===== src/rtl/hazard_stall_ctl.sv =====
// hazard_stall_ctl: central stall/flush sequencer for the 5-stage MIPS pipeline.
// It detects load-use hazards in ID, holds fetch while a branch or jump
// resolves at EX/MEM, and freezes the front of the pipe while a multi-cycle
// MUL occupies EX. It also keeps a saturating count of PC-hold cycles.
module hazard_stall_ctl #(
    parameter int CTRL_LAT   = 2,
    parameter int MUL_CYCLES = 32,
    parameter int CNT_W      = 6
) (
    input  logic        clk,
    input  logic        rst,
    input  logic [5:0]  ifid_opcode,
    input  logic [5:0]  ifid_funct,
    input  logic [4:0]  ifid_rs,
    input  logic [4:0]  ifid_rt,
    input  logic        idex_memread,
    input  logic [4:0]  idex_rt,
    input  logic        exmem_redirect,
    output logic        pc_en,
    output logic        ifid_en,
    output logic        ifid_bubble,
    output logic        idex_en,
    output logic        idex_bubble,
    output logic        exmem_bubble,
    output logic        mul_start,
    output logic [1:0]  state_o,
    output logic [31:0] stall_cnt
);

    typedef enum logic [1:0] {
        RUN       = 2'd0,
        CTRL_WAIT = 2'd1,
        MUL_WAIT  = 2'd2
    } state_t;

    // Wait-counter reload values; the counter runs down to zero and the
    // zero cycle is the release cycle, so a wait of N cycles loads N-1.
    localparam logic [CNT_W-1:0] CTRL_INIT = CNT_W'(CTRL_LAT - 1);
    localparam logic [CNT_W-1:0] MUL_INIT  = CNT_W'(MUL_CYCLES - 1);
    localparam logic [CNT_W-1:0] CNT_ONE   = CNT_W'(1);

    state_t            r_state;
    state_t            w_stateNext;
    logic [CNT_W-1:0]  r_cnt;
    logic [CNT_W-1:0]  w_cntNext;
    logic [31:0]       r_stallCnt;

    logic w_isBr;
    logic w_isJ;
    logic w_isMul;
    logic w_usesRt;
    logic w_loadUse;

    logic w_pcEn;
    logic w_ifidEn;
    logic w_ifidBubble;
    logic w_idexEn;
    logic w_idexBubble;
    logic w_exmemBubble;
    logic w_mulStart;

    // Instruction classes decoded from the word sitting in IF/ID.
    assign w_isBr    = (ifid_opcode == 6'd4) || (ifid_opcode == 6'd5);
    assign w_isJ     = (ifid_opcode == 6'd2);
    assign w_isMul   = (ifid_opcode == 6'd0) && (ifid_funct == 6'd25);
    assign w_usesRt  = (ifid_opcode == 6'd0) || (ifid_opcode == 6'd4) ||
                       (ifid_opcode == 6'd5) || (ifid_opcode == 6'd43);

    // A load in EX whose destination feeds a source of the instruction in ID;
    // $zero never creates a dependency.
    assign w_loadUse = idex_memread && (idex_rt != 5'd0) &&
                       ((idex_rt == ifid_rs) || (w_usesRt && (idex_rt == ifid_rt)));

    // State register and wait counter; reset abandons any wait in progress.
    always_ff @(posedge clk or negedge rst) begin
        if (!rst) begin
            r_state <= RUN;
            r_cnt   <= '0;
        end else begin
            r_state <= w_stateNext;
            r_cnt   <= w_cntNext;
        end
    end

    // Next-state and enable/bubble generation; default is a free-running pipe.
    always_comb begin
        w_pcEn        = 1'b1;
        w_ifidEn      = 1'b1;
        w_ifidBubble  = 1'b0;
        w_idexEn      = 1'b1;
        w_idexBubble  = 1'b0;
        w_exmemBubble = 1'b0;
        w_mulStart    = 1'b0;
        w_stateNext   = r_state;
        w_cntNext     = r_cnt;

        case (r_state)
            RUN: begin
                if (w_loadUse) begin
                    w_pcEn       = 1'b0;
                    w_ifidEn     = 1'b0;
                    w_idexBubble = 1'b1;
                end else if (w_isBr || w_isJ) begin
                    w_pcEn       = 1'b0;
                    w_ifidBubble = 1'b1;
                    w_stateNext  = CTRL_WAIT;
                    w_cntNext    = CTRL_INIT;
                end else if (w_isMul) begin
                    w_stateNext  = MUL_WAIT;
                    w_cntNext    = MUL_INIT;
                end
            end

            CTRL_WAIT: begin
                if (r_cnt != '0) begin
                    w_pcEn       = 1'b0;
                    w_ifidBubble = 1'b1;
                    w_cntNext    = r_cnt - CNT_ONE;
                end else begin
                    // Branch is in EX/MEM: taken/jump loads the target and
                    // squashes IF/ID; not-taken lets branch+4 enter IF/ID.
                    w_pcEn       = exmem_redirect;
                    w_ifidBubble = exmem_redirect;
                    w_stateNext  = RUN;
                end
            end

            MUL_WAIT: begin
                w_mulStart = (r_cnt == MUL_INIT);
                if (r_cnt != '0) begin
                    w_pcEn        = 1'b0;
                    w_ifidEn      = 1'b0;
                    w_idexEn      = 1'b0;
                    w_exmemBubble = 1'b1;
                    w_cntNext     = r_cnt - CNT_ONE;
                end else begin
                    w_stateNext = RUN;
                end
            end

            default: begin
                w_stateNext = RUN;
                w_cntNext   = '0;
            end
        endcase
    end

    // Saturating count of cycles in which the PC was held.
    always_ff @(posedge clk or negedge rst) begin
        if (!rst) begin
            r_stallCnt <= '0;
        end else if (!w_pcEn && (r_stallCnt != 32'hFFFF_FFFF)) begin
            r_stallCnt <= r_stallCnt + 32'd1;
        end
    end

    // While reset is low the pipe is frozen and every stage is bubbled.
    assign pc_en        = rst & w_pcEn;
    assign ifid_en      = rst & w_ifidEn;
    assign idex_en      = rst & w_idexEn;
    assign ifid_bubble  = ~rst | w_ifidBubble;
    assign idex_bubble  = ~rst | w_idexBubble;
    assign exmem_bubble = ~rst | w_exmemBubble;
    assign mul_start    = rst & w_mulStart;
    assign state_o      = r_state;
    assign stall_cnt    = r_stallCnt;

endmodule


===== config.mk =====
export PLATFORM = sky130hd
export DESIGN_NAME = hazard_stall_ctl
export DESIGN_NICKNAME = d
export VERILOG_FILES = /design/src/rtl/hazard_stall_ctl.sv
export SDC_FILE = /design/constraint.sdc
export NUM_CORES = 1
export LEC_CHECK = 0
export BUFFER_PORTS_ARGS = -buffer_cell sky130_fd_sc_hd__buf_4
export CAP_MARGIN = 15
export CELL_PAD_IN_SITES_DETAIL_PLACEMENT = 1
export CELL_PAD_IN_SITES_GLOBAL_PLACEMENT = 1
export CORE_UTILIZATION = 43
export CTS_BUF_LIST = sky130_fd_sc_hd__clkbuf_8
export DETAILED_ROUTE_END_ITERATION = 7
export PLACE_DENSITY = 0.93
export RECOVER_POWER = 50
export SLEW_MARGIN = 10
export SYNTH_ARGS = -nofsm -noshare
export SYNTH_HDL_FRONTEND = slang
export SYNTH_SLANG_ARGS = --single-unit

===== constraint.sdc =====
create_clock -name clk -period 5.9 [get_ports clk]
set_input_delay 0.59 -clock clk [delete_from_list [all_inputs] [get_ports clk]]
set_output_delay 0.59 -clock clk [all_outputs]
set_load 0.01 [all_outputs]

; Yosys cells after proc, flatten, opt, wreduce, memory -nomap -nowiden
; Cells that the tools add are included.
[classes]
add_sub_neg = 2
mul = 0
div_mod_pow = 0
n_lt_le_gt_ge = 0
n_eq_ne = 15
shift = 0
n_mux = 27
n_bitwise = 8
n_reduce_logical = 19
[op_table]
columns = cell, n
row1 = 32-bit by 1-bit adder with 32-bit output (second input constant), 1
row2 = 32-bit inequality test (second input constant), 1
row3 = 6-bit 2-to-1 mux, 4
row4 = 1-bit 2-to-1 mux, 14
row5 = 6-bit by 3-bit == test with 1-bit output (second input constant), 2
row6 = 6-bit by 5-bit == test with 1-bit output (second input constant), 2
row7 = 6-bit one-hot mux with 2 select lines, 1
row8 = 5-bit == test, 2
row9 = 2-bit 2-to-1 mux, 4
row10 = 6-bit by 2-bit == test with 1-bit output (second input constant), 1
row11 = 6-bit == test (second input constant), 1
row12 = 6-bit zero test, 1
row13 = 1-bit logical OR, 6
row14 = 3-bit AND reduction, 2
row15 = 6-bit nonzero test, 1
row16 = 6-bit by 1-bit subtractor with 6-bit output (second input constant), 1
row17 = 1-bit logical AND, 5
row18 = 5-bit nonzero test, 1
row19 = 1-bit bitwise AND, 4
row20 = 2-bit inequality test (second input constant), 2
row21 = 1-bit one-hot mux with 2 select lines, 2
row22 = 2-bit one-hot mux with 2 select lines, 1
row23 = 3-bit inequality test (second input constant), 1
row24 = 1-bit bitwise OR, 3
row25 = 8 further kinds, 8
[totals]
register_bits = 40
latchBits = 0
ramBits = 0
romBits = 0
inputBits = 31
output_inout_bits = 41
wordCells = 74
mem_count = 0

; Longest topological paths before layout
; Gate-level depths: netlist of run 1.
[logic_depth]
word_depth = 11
mapped_depth = 10
ltp_nobuf = 9

; Worst setup path before layout of run 1
; Ideal clock, no wire load.
[synth_path]
path_type = input-to-output
startpoint = input ifid_opcode[2]
endpoint = output ifid_en
arrival_time_ns = 2.016
t_required_ns = 5.310
setup_slack_ns = 3.294
cell_stages = 7
path_buffers = 0
path_cell_list = and4b_1 a22oi_1 or4_1 and2_1 nor2_1 o21ai_0 and2_1
[synth_via]
elab_chain_len = 10
word_cells_on_any_way = 13
cone_classes = eq/ne: 3 / mux: 2 / bitwise: 1 / reduce/logical: 7
[synth_lines]
columns = item, line_no
row1 = start: declaration, 12  ; input logic [5:0] ifid_opcode,
row2 = 6-bit by 3-bit == test with 1-bit output or 6-bit zero test (tied branches), 66  ; assign w_usesRt = (ifid_opcode == 6'd0) || (ifid_opcode == 6'd4) ||
row3 = 1-bit logical OR (2 in a row), 66
row4 = 1-bit logical OR *, 67  ; (ifid_opcode == 6'd5) || (ifid_opcode == 6'd43);
row5 = 1-bit logical AND *, 72  ; ((idex_rt == ifid_rs) || (w_usesRt && (idex_rt == ifid_rt)));
row6 = 1-bit logical OR *, 72
row7 = 1-bit logical AND *, 71  ; assign w_loadUse = idex_memread && (idex_rt != 5'd0) &&
row8 = 1-bit 2-to-1 mux *, 99  ; if (w_loadUse) begin
row9 = 1-bit one-hot mux with 2 select lines *, 97  ; case (r_state)
row10 = 1-bit bitwise AND *, 159  ; assign ifid_en = rst & w_ifidEn;
row11 = end: declaration, 20  ; output logic ifid_en,
; Mark *: on every way between the ends. The rest lies on a longest branch, timed or not.

; Worst setup path in the final report of run 1
[layout_path]
startpoint = input rst
endpoint = output mul_start
[layout_via]
elab_chain_len = 1
[layout_lines]
columns = item, line_no
row1 = start: declaration, 11  ; input logic rst,
row2 = 1-bit bitwise AND, 164  ; assign mul_start = rst & w_mulStart;
row3 = end: declaration, 25  ; output logic mul_start,
; Every way passes these cells.

==> reports/metrics.yaml, run 1 <==
run_status:
  status: "finished with violations"
  violations: "capacitance limit, slew limit"
placement:
  globalplace.congestion: 0.7937
  io_buffers: 71
  dp_slack_ns: 2.910
  place_inst: 392
  hpwl_um: 4805
routing:
  drtIter0Drc: 73
  firstDrtPassIters: 4
  drtAntennaViolNets: 0
  vias: 2229
  viasPerCell: 5.573
  drc: 0
  routed_wl_um: 6605
  wire_per_inst_um: 16.51
synthesis:
  postSynthNetCount: 292
  yosys_warnings: 0
  syn_inst: 254
  synth_top_area_share_pct: 41.24
  synth-edff-count: 0
  avgSynthCellArea_um2: 9.556
  synth.largest_area_cell: "dfrtp_1"
  async_flop_share_pct: 100.0
  synth-seq-cells: 40
  synth_area_um2: 2427
  synth_cell_types: 46
  synthFlopType: "dfrtp_1"
  synthTopCellsByArea: "dfrtp_1, xor2_1, xnor2_1, nand2_1, ha_1"
  synth_seq_area_share_pct: 41.24
clock_tree:
  clk_path_buf_depth: 2
  clockRootBuffer: "clkbuf_8"
  htreeDepth: 2
  cts_resized: 0
  numCtsBuffers: 5
  cts.clk_slew.worst_paths_ns: 0.08
  insertion_delay_ns: 0.30
  postCtsSetupBuffers: 0
  cts_tree: "done"
  numClockSinks: 40
  postCtsHoldBufs: 0
critical_path:
  path_class: "input port to primary output"
  crit_arrival_ns: 2.90
  worstSetupStartpointType: "input port"
  worstPathMaxFanout: 46
  endpoint_kind: "primary output"
  critical_path_required_ns: 5.31
pwr:
  cellLeakagePower_uw: 0.001447
  seqPwrFrac_pct: 37.3
  p_int_uw: 571.5
  clockPowerShare_pct: 20.5
  irDropWorstVdd_v: 0.0002334
  power_density_nw_per_um2: 314.8
  switchingPower_uw: 386.9
  comb_power_share_pct: 42.2
  switching_share_pct: 40.37
final_layout:
  final_common_cell: "buf_4"
  layout.cells.non_filler: 400
  nets: 367
  synthToLayoutAreaGrowth_pct: 25.41
  drive_gt1_share_pct: 20.91
  most-common-layout-cells: "buf_4, dfrtp_1, nand2_1, xor2_1, clkbuf_1"
  insertedDiodeCount: 0
timing:
  finalWorstSetupSlack_ns: 2.408
  final_max_slew_viol_count: 47
  tightest_slew_ns: 2.462
  setup_tns_ns: 0
  min_period_ns: 3.492
  setup_violations: 0
  hold_violations: 0
  finalClockSkew_ns: 0.007397
  finalCritPeriodShare_pct: 59.19
  max_clock_freq_mhz: 286.3
  rsz0062_at_grt: "false"
  hold_slack_ns: 0.4918
  max_slew_margin_pct: -64.12
grt:
  antenna_found_initial: 0
  grt_max_degree: 47
  grt_pass1_vias: 2417
  grt_overflow: 0
  grt.total_usage_pct: 23.77
  grt_pass1_wl_um: 11280
die:
  fp-row-count: 26
  core_area_um2: 5270
  io_pins: 72
  die-height_um: 77.13
  die_w_um: 77.13
  dieArea_um2: 5949
  initial_utilization_pct: 46.06
job:
  drv_cap: 1
min_path:
  hp-class: "flop to flop"
-- worst paths after layout --
| kind | startpoint | end | slack [ns] | depth (start not counted) |
|---|---|---|---|---|
| max in group asynchronous | rst | stall_cnt[7]$_DFFE_PN0P_ | 3.47 | 1 |
| max reg2reg | state_o[0]$_DFFE_PN0P_ | stall_cnt[31]$_DFFE_PN0P_ | 3.13 | 9 |
| min reg2reg | stall_cnt[19]$_DFFE_PN0P_ | stall_cnt[19]$_DFFE_PN0P_ | 0.49 | 1 |
| max | rst | mul_start | 2.41 | 4 |
| min | stall_cnt[19]$_DFFE_PN0P_ | stall_cnt[19]$_DFFE_PN0P_ | 0.49 | 1 |
| min in group asynchronous | rst | stall_cnt[20]$_DFFE_PN0P_ | 1.04 | 1 |
-- kinds of logic (layout without fill, tap and decap cells) --
kind of cell | Yosys count | count (layout) | share of synthesized area, %
xor gates and xnor gates | 41 | 41 | 14.79
muxes | 3 | 3 | 1.392
AOI/OAI and AO/OA | 33 | 33 | 10.36
adders and majority gates | 7 | 7 | 3.608
and+or+nand+nor | 112 | 112 | 25.52
DFF | 40 | 40 | 41.24
buffers and inverters | 18 | 94 | 3.093
-- layout make-up --
| type | instances | area, um2 |
|---|---|---|
| Clock buffer | 6 | 82.58 |
| Clock inverter | 2 | 11.26 |
| Fill cell | 633 | 2226 |
| Inverter | 15 | 56.30 |
| Multi-Input combinational cell | 196 | 1351 |
| Sequential cell | 40 | 1001 |
| Tap cell | 70 | 87.58 |
| Timing Repair Buffer | 71 | 454.2 |
-- power by group through the flow --
stage | clock [uW] | sequential (uW) | combinational [uW]
after floorplan | 0 | 358 | 271
after global placement | 0 | 358 | 389
after detailed placement | 0 | 362 | 409
after CTS | 200 | 357 | 412
after global routing | 214 | 363 | 444
final | 197 | 357 | 404
-- stage by stage --
step                      power, uW  area, um2  utilization [%]
after global routing           1020       3044            57.76
after floorplan               629.0       2427                -
after CTS                     969.1       3123            59.26
after global placement        747.4       3029            57.48
after detailed placement      770.4       3029            57.48
final                         958.5       3044            57.76
-- sequential cells by signal, indices dropped and copies added, names as in the netlist --
| signal | flops |
|---|---|
| state_o | 2 |
| stall_cnt | 32 |
| r_cnt | 6 |
-- cell usage after synthesis, drive strengths merged, types with 2 or more instances --
library cell	count
nor4bb	2
a31oi	4
xor2	21
dfrtp	40
inv	15
a21oi	5
mux2	3
nor4	8
nor3	13
nand3	11
ha	7
nand4	11
clkbuf	2
xnor2	20
and3	7
o32ai	2
a21o	2
or3b	2
nor2	14
or4	2
o21ai	10
nand2	29
nand2b	3
nor2b	2
or3	2
and2	2
-- metal layers --
layer  vias up  share of wire [%]  routed length, um  GRT usage, %
li1       1044                  -                  -             -
met1      1112                 42               2770         27.40
met2        56                 52               3427         42.48
met3        17                3.5                230         4.643
met4         0                2.7                176         10.00
met5         -                  0                  0             0
-- worst max-delay path, stage by stage --
cell and delay (ns):
clkbuf_1 1.72, nand4b_1 0.24, nor2_1 0.19, buf_4 0.14
No activity file was read; power rests on OpenSTA's default activity.
==> run 2: changes to the inputs <==
--- a/config.mk
+++ b/config.mk
@@ -5,14 +5,15 @@
 export SDC_FILE = /design/constraint.sdc
 export NUM_CORES = 1
 export LEC_CHECK = 0
+export ABC_AREA = 1
 export BUFFER_PORTS_ARGS = -buffer_cell sky130_fd_sc_hd__buf_4
 export CAP_MARGIN = 15
 export CELL_PAD_IN_SITES_DETAIL_PLACEMENT = 1
 export CELL_PAD_IN_SITES_GLOBAL_PLACEMENT = 1
-export CORE_UTILIZATION = 43
+export CORE_UTILIZATION = 36
 export CTS_BUF_LIST = sky130_fd_sc_hd__clkbuf_8
 export DETAILED_ROUTE_END_ITERATION = 7
-export PLACE_DENSITY = 0.93
+export PLACE_DENSITY = 0.84
 export RECOVER_POWER = 50
 export SLEW_MARGIN = 10
 export SYNTH_ARGS = -nofsm -noshare
==> constraint.sdc (replaced) <==
create_clock -name clk -period 3.1 [get_ports clk]
set_input_delay 0.31 -clock clk [delete_from_list [all_inputs] [get_ports clk]]
set_output_delay 0.31 -clock clk [all_outputs]
set_load 0.01 [all_outputs]
==> run 2 against run 1 <==
Net effect: final cell count is 66% higher; area after synthesis is 37% higher; critical path depth is 3 higher; count of clock-buffer cells in the layout is 1 lower; power is 120% higher; the flow finishes with violations (DRC, hold timing); first-iteration DRC count is 140% higher; global-route usage is 1.2 points lower; setup slack worse by 1.8 ns; clock skew hardly changed; final area is 29% higher.
==> reports/metrics.yaml, run 2 <==
run_status:
  status: "finished with violations"
  violations: "DRC, hold timing"
die:
  dieArea_um2: 9594  # +61%
  io_pins: 72  # unchanged
  die_w_um: 97.95  # +27%
  initial_utilization_pct: 37.64  # -8.4 points
  die-height_um: 97.95  # +27%
  core_area_um2: 8806  # +67%
  fp-row-count: 34  # +31%
synthesis:
  yosys_warnings: 0  # unchanged
  synth_top_area_share_pct: 30.20  # -11 points
  synth-edff-count: 0  # unchanged
  yosysMostFrequentCell: "nand2_1"
  synth_area_um2: 3314  # +37%
  synth_seq_area_share_pct: 30.20  # -11 points
  postSynthNetCount: 526  # +80%
  syn_inst: 488  # +92%
  synthTopCellsByArea: "dfrtp_1, nand2_1, nand4_1, nand2_2, nor2_1"
  netlist_top_cells_count: "nand2_1, nand4_1, nor2_1, inv_1, dfrtp_1"
  avgSynthCellArea_um2: 6.792  # -29%
  synthFlopType: "dfrtp_1"
  synth.largest_area_cell: "dfrtp_1"
  async_flop_share_pct: 100.0  # unchanged
  synth-seq-cells: 40  # unchanged
  synth_cell_types: 28  # -39%
routing:
  drtAntennaViolNets: 0  # unchanged
  viasPerCell: 5.253  # -5.7%
  vias: 3488  # +56%
  firstDrtPassIters: 6  # +2
  drc: 1  # +1
  routed_wl_um: 10340  # +57%
  wire_per_inst_um: 15.57  # -5.7%
  drtIter0Drc: 178  # +140%
pwr:
  power_density_nw_per_um2: 540.2  # +72%
  seqPwrFrac_pct: 33.9  # -3.4 points
  cellLeakagePower_uw: 0.001984  # +37%
  switching_share_pct: 45.42  # +5.1 points
  switchingPower_uw: 962.5  # +150%
  total_power_uw: 2119  # +120%
  p_int_uw: 1157  # +100%
  comb_power_share_pct: 45.8  # +3.6 points
  clockPowerShare_pct: 20.3  # -0.2 points
  irDropWorstVdd_v: 0.0004417  # +89%
grt:
  grt_pass1_wl_um: 17530  # +55%
  grt.total_usage_pct: 22.52  # -1.2 points
  grt_overflow: 0  # unchanged
  grt_pass1_vias: 3574  # +48%
  antenna_found_initial: 0  # unchanged
  grt_max_degree: 45  # -4.3%
critical_path:
  endpoint_kind: "primary output"
  critical_path_required_ns: 2.79  # -2.52 ns
  r2r_cells: 9  # unchanged
  cp_slowest_cell: "dfrtp_1"
  worstSetupStartpointType: "flop"
  reg2reg_setup_slack_ns: 0.71  # -2.42 ns
  crit_chain: "inv_1, ha_1, inv_1, nor2_1, nand2_2, a21oi_1, buf_4"
  worstPathMaxFanout: 18  # -61%
  path_class: "flop to primary output"
  crit_arrival_ns: 2.22  # -0.68 ns
  cpPeakStageDelay_ns: 0.45  # -1.27 ns
  cpMostUsedCell: "inv_1"
placement:
  place_inst: 656  # +67%
  globalplace.congestion: 0.8753  # +10%
  io_buffers: 71  # unchanged
  hpwl_um: 8004  # +67%
  place_area_um2: 3890  # +28%
timing:
  min_period_ns: 2.529
  final_max_slew_viol_count: 0  # -100%
  hold_violations: 2  # +2
  max_clock_freq_mhz: 395.5
  setup_tns_ns: 0  # unchanged
  hold_slack_ns: -0.01003  # -0.5018 ns
  rsz0062_at_grt: "false"
  setup_violations: 0  # unchanged
  tightest_slew_ns: 0.5808  # -1.881 ns
  finalClockSkew_ns: 0.007795  # +0.0003973 ns
  finalCritPeriodShare_pct: 81.57
  max_slew_margin_pct: 61.28  # +130 points
clock_tree:
  cts.clk_slew.worst_paths_ns: 0.08  # about the same
  htreeDepth: 2  # unchanged
  cts_tree: "done"
  cts_resized: 0  # unchanged
  postCtsHoldBufs: 0  # unchanged
  insertion_delay_ns: 0.30  # about the same
  numCtsBuffers: 5  # unchanged
  numClockSinks: 40  # unchanged
  postCtsSetupBuffers: 0  # unchanged
  clockRootBuffer: "clkbuf_8"
  clk_path_buf_depth: 2  # unchanged
min_path:
  hp-class: "input port to asynchronous set/reset pin"
final_layout:
  most-common-layout-cells: "nand2_1, buf_4, nand4_1, nor2_1, inv_1"
  layout.cells.non_filler: 664  # +66%
  ff_latch_area_um2: 1001  # unchanged
  nFillCells: 1204  # +90%
  synthToLayoutAreaGrowth_pct: 18.35
  final_common_cell: "nand2_1"
  multi_input_comb_area_um2: 2037  # +51%
  insertedDiodeCount: 0  # unchanged
  drive_gt1_share_pct: 20.14  # -0.77 points
  design_area_um2: 3923  # +29%
  largest_reg_flops: 32  # unchanged
  nets: 593  # +62%
job:
  drv_cap: 0  # -1
## run 2: cell count changes in the layout (fill, tap and decap cells not counted), moves of 7 or more
cell / before / now
inv_1: 16 / 42
nand2_2: 0 / 33
nor2_1: 14 / 47
xnor2_1: 20 / 10
nand3_1: 11 / 23
and3_1: 7 / 0
nand4_1: 11 / 50
nor4_1: 7 / 0
nand2_1: 29 / 163
## run 2: power groups by stage
| stage | clock network, uW | logic (uW) | registers [uW] |
|---|---|---|---|
| after floorplan | 0 | 759 | 712 |
| after global routing | 460 | 1090 | 728 |
| after global placement | 0 | 945 | 717 |
| after CTS | 444 | 990 | 714 |
| after detailed placement | 0 | 984 | 724 |
| final | 431 | 971 | 718 |
## run 2: worst paths after layout
check,start,end
worst max-delay path,state_o[1]$_DFFE_PN0P_,pc_en
worst min-delay path,rst,r_cnt[3]$_DFFE_PN0P_
worst max register to register,stall_cnt[0]$_DFFE_PN0P_,stall_cnt[16]$_DFFE_PN0P_
worst min register to register,r_cnt[5]$_DFFE_PN0P_,r_cnt[5]$_DFFE_PN0P_
max in group asynchronous,rst,stall_cnt[29]$_DFFE_PN0P_
min in group clk,r_cnt[5]$_DFFE_PN0P_,r_cnt[5]$_DFFE_PN0P_
## run 2: per-layer routing
| layer | vias to the layer above | GRT usage (%) | routed length [um] |
|---|---|---|---|
| met5 | - | 0 | 0 |
| met4 | 0 | 6.061 | 113 |
| met3 | 7 | 2.362 | 522 |
| met2 | 85 | 38.08 | 4963 |
| met1 | 1677 | 30.58 | 4738 |
| li1 | 1719 | - | - |
## run 2: cell families after synthesis
family / share of synthesized area (%)
buffers and inverters: 8.343
AND/OR/NAND/NOR: 50.17
flip-flops: 30.20
adder cells (fa/ha/maj): 2.642
AO/OA/AOI/OAI: 1.774
XOR/XNOR: 6.870
## run 2: critical path, delay by kind of cell, from the launching register on
family	cells	cell delay (ns)
compound gates	1	0.23
simple gates	2	0.71
flops	1	0.45
fa+ha+maj	1	0.18
buf+inv	3	0.35
## run 2: layout make-up
class,count,share of cell area (%)
Multi-Input combinational cell,390,51.93
Sequential cell,40,25.52
Timing Repair Buffer,73,12.06
Inverter,45,4.306
Tap cell,108,3.445
Clock buffer,5,1.754
Clock inverter,3,0.9888
## run 2: through the flow
stage          hold slack [ns]  worst slack, ns  util [%]
2_1_floorplan          0.01441            1.244         -
3_3_place_gp            0.3422           0.8317     44.17
3_5_place_dp            0.3546           0.7368     44.17
4_1_cts                0.02445           0.5730     45.40
5_1_grt                0.03687           0.3726     44.54
6_report              -0.01003           0.5713     44.54
